File: config.mk
export PLATFORM = sky130hd
export DESIGN_NAME = lsu_dmem_bridge
export DESIGN_NICKNAME = d
export VERILOG_FILES = /design/src/rtl/lsu_dmem_bridge.sv
export SDC_FILE = /design/constraint.sdc
export NUM_CORES = 1
export LEC_CHECK = 0
export ABC_AREA = 1
export CORE_MARGIN = 4
export CORE_UTILIZATION = 40
export DETAILED_ROUTE_END_ITERATION = 8
export PLACE_DENSITY = 0.76
export SLEW_MARGIN = 40
export SYNTH_ARGS = -nofsm -noshare
export SYNTH_HDL_FRONTEND = slang
export SYNTH_SLANG_ARGS = --single-unit
File: constraint.sdc
create_clock -name CLK -period 3.7 [get_ports CLK]
set_input_delay 0.74 -clock CLK [delete_from_list [all_inputs] [get_ports CLK]]
set_output_delay 0.74 -clock CLK [all_outputs]
set_load 0.01 [all_outputs]
File: src/rtl/lsu_dmem_bridge.sv
// lsu_dmem_bridge: load/store unit between the core MEM-stage DMEM port and a
// req/gnt/rvalid data bus. It holds the core on core_stall for the whole
// access, builds byte lanes for stores, sign/zero-extends loads and bounds
// every bus wait with a timeout counter.
// Ports:
//   CLK, RESET (sync, active-high)
//   core_req_r/core_req_w/core_addr/core_wdata/core_funct3 : core request
//   core_stall, core_rdata, core_rvalid : core response
//   misalign_exc, bus_timeout : one-cycle status pulses
//   bus_req/bus_we/bus_addr/bus_be/bus_wdata, bus_gnt/bus_rvalid/bus_rdata
// Optional macro MISALIGN_TRAP_EN: misaligned halfword/word accesses skip the
// bus, pulse misalign_exc and return 0 (reads) or are dropped (writes).
module lsu_dmem_bridge #(
    parameter int unsigned TIMEOUT_CYCLES = 255,
    parameter logic [31:0] RESP_ERR_DATA  = 32'hDEADBEEF
) (
    input  logic        CLK,
    input  logic        RESET,
    input  logic        core_req_r,
    input  logic        core_req_w,
    input  logic [31:0] core_addr,
    input  logic [31:0] core_wdata,
    input  logic [2:0]  core_funct3,
    output logic        core_stall,
    output logic [31:0] core_rdata,
    output logic        core_rvalid,
    output logic        misalign_exc,
    output logic        bus_timeout,
    output logic        bus_req,
    output logic        bus_we,
    output logic [31:0] bus_addr,
    output logic [3:0]  bus_be,
    output logic [31:0] bus_wdata,
    input  logic        bus_gnt,
    input  logic        bus_rvalid,
    input  logic [31:0] bus_rdata
);

    typedef enum logic [1:0] {
        IDLE   = 2'd0,
        REQ    = 2'd1,
        WAIT_R = 2'd2,
        DONE   = 2'd3
    } state_t;

    state_t      state;
    logic [31:0] tmo_cnt;
    logic [1:0]  addr_lo;
    logic [2:0]  f3;
    logic        is_wr;

    logic        start;
    logic        wr_sel;
    logic        mis;
    logic        tmo_hit;
    logic [3:0]  be_nxt;
    logic [31:0] wdata_nxt;
    logic [7:0]  rd_byte;
    logic [15:0] rd_half;
    logic [31:0] rd_ext;

    assign start  = core_req_r | core_req_w;
    // A simultaneous load and store request is served as the store.
    assign wr_sel = core_req_w;

    always_comb begin
        unique case (state)
            IDLE:        core_stall = start;
            REQ, WAIT_R: core_stall = 1'b1;
            default:     core_stall = 1'b0;
        endcase
    end

    // Store lanes; undefined sizes fall back to a full word, reads use all lanes.
    always_comb begin
        be_nxt    = 4'b1111;
        wdata_nxt = 32'h0;
        if (wr_sel) begin
            wdata_nxt = core_wdata;
            case (core_funct3)
                3'b000, 3'b100: begin
                    be_nxt    = 4'b0001 << core_addr[1:0];
                    wdata_nxt = {4{core_wdata[7:0]}};
                end
                3'b001, 3'b101: begin
                    be_nxt    = core_addr[1] ? 4'b1100 : 4'b0011;
                    wdata_nxt = {2{core_wdata[15:0]}};
                end
                default: ;
            endcase
        end
    end

`ifdef MISALIGN_TRAP_EN
    always_comb begin
        case (core_funct3)
            3'b000, 3'b100: mis = 1'b0;
            3'b001, 3'b101: mis = core_addr[0];
            default:        mis = |core_addr[1:0];
        endcase
    end
`else
    assign mis = 1'b0;
`endif

    always_comb begin
        case (addr_lo)
            2'd0:    rd_byte = bus_rdata[7:0];
            2'd1:    rd_byte = bus_rdata[15:8];
            2'd2:    rd_byte = bus_rdata[23:16];
            default: rd_byte = bus_rdata[31:24];
        endcase
        rd_half = addr_lo[1] ? bus_rdata[31:16] : bus_rdata[15:0];
        case (f3)
            3'b000:  rd_ext = {{24{rd_byte[7]}}, rd_byte};
            3'b100:  rd_ext = {24'h0, rd_byte};
            3'b001:  rd_ext = {{16{rd_half[15]}}, rd_half};
            3'b101:  rd_ext = {16'h0, rd_half};
            default: rd_ext = bus_rdata;
        endcase
    end

    // Fires on the cycle that would make the wait TIMEOUT_CYCLES long.
    assign tmo_hit = (TIMEOUT_CYCLES != 0)
                   && ((tmo_cnt + 32'd1) == TIMEOUT_CYCLES);

    always_ff @(posedge CLK) begin
        if (RESET) begin
            state        <= IDLE;
            tmo_cnt      <= '0;
            addr_lo      <= '0;
            f3           <= '0;
            is_wr        <= 1'b0;
            core_rdata   <= '0;
            core_rvalid  <= 1'b0;
            misalign_exc <= 1'b0;
            bus_timeout  <= 1'b0;
            bus_req      <= 1'b0;
            bus_we       <= 1'b0;
            bus_addr     <= '0;
            bus_be       <= '0;
            bus_wdata    <= '0;
        end else begin
            core_rvalid  <= 1'b0;
            bus_timeout  <= 1'b0;
            misalign_exc <= 1'b0;
            case (state)
                IDLE: begin
                    if (start) begin
                        addr_lo <= core_addr[1:0];
                        f3      <= core_funct3;
                        is_wr   <= wr_sel;
                        tmo_cnt <= '0;
                        if (mis) begin
                            state        <= DONE;
                            misalign_exc <= 1'b1;
                            if (!wr_sel) begin
                                core_rvalid <= 1'b1;
                                core_rdata  <= '0;
                            end
                        end else begin
                            state     <= REQ;
                            bus_req   <= 1'b1;
                            bus_we    <= wr_sel;
                            bus_addr  <= {core_addr[31:2], 2'b00};
                            bus_be    <= be_nxt;
                            bus_wdata <= wdata_nxt;
                        end
                    end
                end
                REQ: begin
                    if (bus_gnt) begin
                        bus_req <= 1'b0;
                        tmo_cnt <= '0;
                        state   <= is_wr ? DONE : WAIT_R;
                    end else if (tmo_hit) begin
                        bus_req     <= 1'b0;
                        bus_timeout <= 1'b1;
                        state       <= DONE;
                        if (!is_wr) begin
                            core_rvalid <= 1'b1;
                            core_rdata  <= RESP_ERR_DATA;
                        end
                    end else begin
                        tmo_cnt <= tmo_cnt + 32'd1;
                    end
                end
                WAIT_R: begin
                    if (bus_rvalid) begin
                        core_rdata  <= rd_ext;
                        core_rvalid <= 1'b1;
                        state       <= DONE;
                    end else if (tmo_hit) begin
                        core_rdata  <= RESP_ERR_DATA;
                        core_rvalid <= 1'b1;
                        bus_timeout <= 1'b1;
                        state       <= DONE;
                    end else begin
                        tmo_cnt <= tmo_cnt + 32'd1;
                    end
                end
                default: state <= IDLE;
            endcase
        end
    end

endmodule

==> impl_metrics.yaml <==
cells_and_area:
  fin_util_pct: 56.63
  drive_gt1_share_pct: 6.199
  syn_to_final_growth_pct: 38.39
  finalNetCount: 1438
  n_antenna_cell: 0
pwr:
  p_sw_share_pct: 32.14
  ir_worst_vdd_mv: 0.4653
  powerDensity_mw_per_mm2: 449.6
  combPwrFrac_pct: 24.6
  seqPwrFrac_pct: 37.7
  leakagePower_nw: 3.873
  power.net_switching_mw: 1.475
  p_clk_share_pct: 37.7
  intPower_mw: 3.114
timing:
  rsz0062_at_grt: "false"
  min_period_over_period_pct: 83.72
  relSlewSlack_pct: 51.82
  finalSetupViolations: 0
  fin_worst_skew_ps: 8.750
  slew_violations: 0
  period_needed_ps: 3098
  finalSetupTns_ps: 0
  max_freq_ghz: 0.3228
  tightestPinTransition_ps: 722.7
  whs_ps: 465.7
  hold_violations: 0
  fin_ws_ps: 602.4
flow_run:
  drv_cap: 0
setup_path:
  critPathLaunchType: "input port"
  path_class: "in -> out"
  cp_data_arrival_time_ps: 2360
  reg2regPathDepth: 17
  rr_startpoint: "tmo_cnt[0]"
  crit_path_max_fanout: 6
  setup.worst_path.end_class: "primary output"
  worst-r2r-setup-slack_ps: 840
  r2r-end: "core_rdata[3]"
  required_ps: 2960
global_route:
  antenna_found_initial: 0
  grt_overflow: 0
  grt_pass1_wl_mm: 38.85
  first_global_vias: 7678
  grt_start_max_net_pins: 87
  grt_usage_pct: 23.59
clock_network:
  cts_root_buf: "clkbuf_16"
  clock_path_buffers: 2
  postCtsSetupRepairBufs: 0
  cts_resized: 0
  clk_latency_ps: 430
  clock-sinks: 141
  tritoncts: "done"
  path_clk_slew_ps: 70
  cts_hold_buf: 0
  ctsHtreeMaxLevel: 4
  numCtsBuffers: 17
route:
  drtAntennaViolNets: 0
  wl_per_cell_um: 15.81
  routed_wl_mm: 24.78
  drc_errors: 0
  route.detailed.vias_per_inst: 5.169
  routed-via-count: 8105
  drt_iter0_markers: 507
  first_pass_iters: 5
logic_synthesis:
  ys_seq_elements: 141
  synth_edf_count: 0
  async_flop_share_pct: 0
  avgSynthCellArea_um2: 6.481
  yosys_warnings: 0
  ys.flop_type: "dfxtp_1"
  netlist_area_mm2: 0.007376
  ys_seq_area_share_pct: 38.27
  synth_cell_type_count: 41
  synth_cells: 1138
floorplan:
  initial_core_util_pct: 40.92
  rows: 49
  core_area_mm2: 0.01802
  die_w_um: 143.8
  die_y_um: 143.8
  dieArea_mm2: 0.02068
  ioPinCount: 211
place:
  portBuffers: 207
  gp_congestion: 0.9263
  pre_cts_ws_ps: 663.5
  hpwlAfterDp_mm: 18.13
worst_hold_path:
  hold_start: "bus_wdata[26]"
  holdPathStages: 2
  hp-class: "reg -> reg"
  min_to: "bus_wdata[26]"
outcome:
  status: "completed"
[sequential cells by signal, summed over array words and instances, names as in the netlist]
register / cells
core_rdata: 32
bus_be: 4
f3: 3
bus_timeout: 1
is_wr: 1
addr_lo: 2
core_rvalid: 1
bus_wdata: 32
bus_req: 1
tmo_cnt: 32
bus_addr: 30
state: 2
[worst max-delay path, cell delays in order]
cell	delay (ps)
clkdlybuf4s50_1	580
nor2_1	120
nor2_2	150
inv_2	60
a21oi_1	160
clkdlybuf4s50_1	560
[final cells by class]
cell class	instances	area, um2
Clock buffer	18	439.2
Sequential cell	141	2823
Fill cell	1744	7818
Clock inverter	14	152.6
Tap cell	229	286.5
Multi-Input combinational cell	876	4063
Timing Repair Buffer	223	2191
Inverter	67	252.7
[worst max path at each step]
stage | start | endpoint | slack, ps | cells after the start
finish | core_req_w | core_stall | 600 | 6
CTS | core_req_w | core_stall | 640 | 6
detailed placement | core_req_w | core_stall | 660 | 6
global route | core_req_w | core_stall | 560 | 6
floorplan | tmo_cnt[0] | core_rdata[12] | 1390 | 17
global placement | core_req_w | core_stall | 730 | 6
[cell families after synthesis]
| family | Yosys count | share of synthesized area, % |
|---|---|---|
| and+or+nand+nor | 620 | 35.57 |
| AOI/OAI and AO/OA | 240 | 17.30 |
| DFF | 141 | 38.27 |
| buffers and inverters | 123 | 6.819 |
| adders and majority gates | 7 | 1.187 |
| muxes | 5 | 0.6786 |
| other | 1 | 0.05084 |
| xor gates and xnor gates | 1 | 0.1188 |
[synth_stat cells, types with 2 or more instances]
| master | count | share of area [%] |
|---|---|---|
| buf_1 | 2 | 0.10 |
| o221ai_1 | 8 | 0.95 |
| nand2_4 | 2 | 0.31 |
| dfxtp_1 | 141 | 38 |
| nor2_1 | 189 | 9.6 |
| nand2_2 | 8 | 0.68 |
| ha_1 | 7 | 1.2 |
| o21ai_0 | 98 | 6.6 |
| buf_4 | 3 | 0.31 |
| clkbuf_1 | 43 | 2.2 |
| nor2_4 | 8 | 1.2 |
| nor2_2 | 6 | 0.51 |
| nand2_1 | 314 | 16 |
| a31oi_1 | 4 | 0.34 |
| nor3_1 | 19 | 1.3 |
| a22oi_1 | 5 | 0.51 |
| o211ai_1 | 2 | 0.20 |
| inv_2 | 4 | 0.20 |
| buf_6 | 3 | 0.46 |
| a211oi_1 | 2 | 0.20 |
| inv_1 | 60 | 3.1 |
| buf_2 | 5 | 0.34 |
| mux2i_1 | 5 | 0.68 |
| o21ai_1 | 11 | 0.75 |
| nand4_1 | 6 | 0.51 |
| nand3b_1 | 16 | 1.6 |
| clkinv_1 | 2 | 0.10 |
| nor4_1 | 5 | 0.42 |
| a21oi_1 | 105 | 7.1 |
| nand3_1 | 44 | 3.0 |
[per-stage QoR]
step,power [mW],instances,cell area [um2]
after floorplan,2.336,1140,7383
after global placement,2.874,1536,9612
after detailed placement,2.876,1536,9615
after CTS,4.607,1568,10210
after global routing,4.819,1568,10210
final,4.589,1568,10210
[routing by layer]
layer / part of all wire [%] / routed length [um] / GRT usage [%] / vias to the layer above
li1: - / - / - / 4090
met1: 42 / 10330 / 29.17 / 3702
met2: 47 / 11620 / 37.76 / 286
met3: 9.7 / 2396 / 10.08 / 27
met4: 1.7 / 432 / 6.541 / 0
met5: 0 / 0 / 0 / -
[power groups by stage]
stage	Combinational (mW)	Sequential [mW]	Clock [mW]
final	1.13	1.73	1.73
after detailed placement	1.12	1.76	0
after floorplan	0.539	1.80	0
after global placement	1.12	1.75	0
after CTS	1.13	1.73	1.75
after global routing	1.25	1.74	1.83
[cells in the final DEF (no fill, tap or decap), types with 5 or more instances in the layout]
cell,n
a21oi_1,105
o221ai_1,8
o21ai_1,11
inv_8,5
a22oi_1,5
clkbuf_16,17
nor2_4,8
clkdlybuf4s50_1,206
nor2_1,187
dfxtp_1,141
mux2i_1,5
nand3_1,44
buf_4,15
inv_1,60
nand3b_1,16
nand2_1,314
nand4_1,6
nor2_2,8
nor3_1,19
ha_1,7
nor4_1,5
o21ai_0,98
nand2_2,8
No activity file was read; power rests on OpenSTA's default activity.
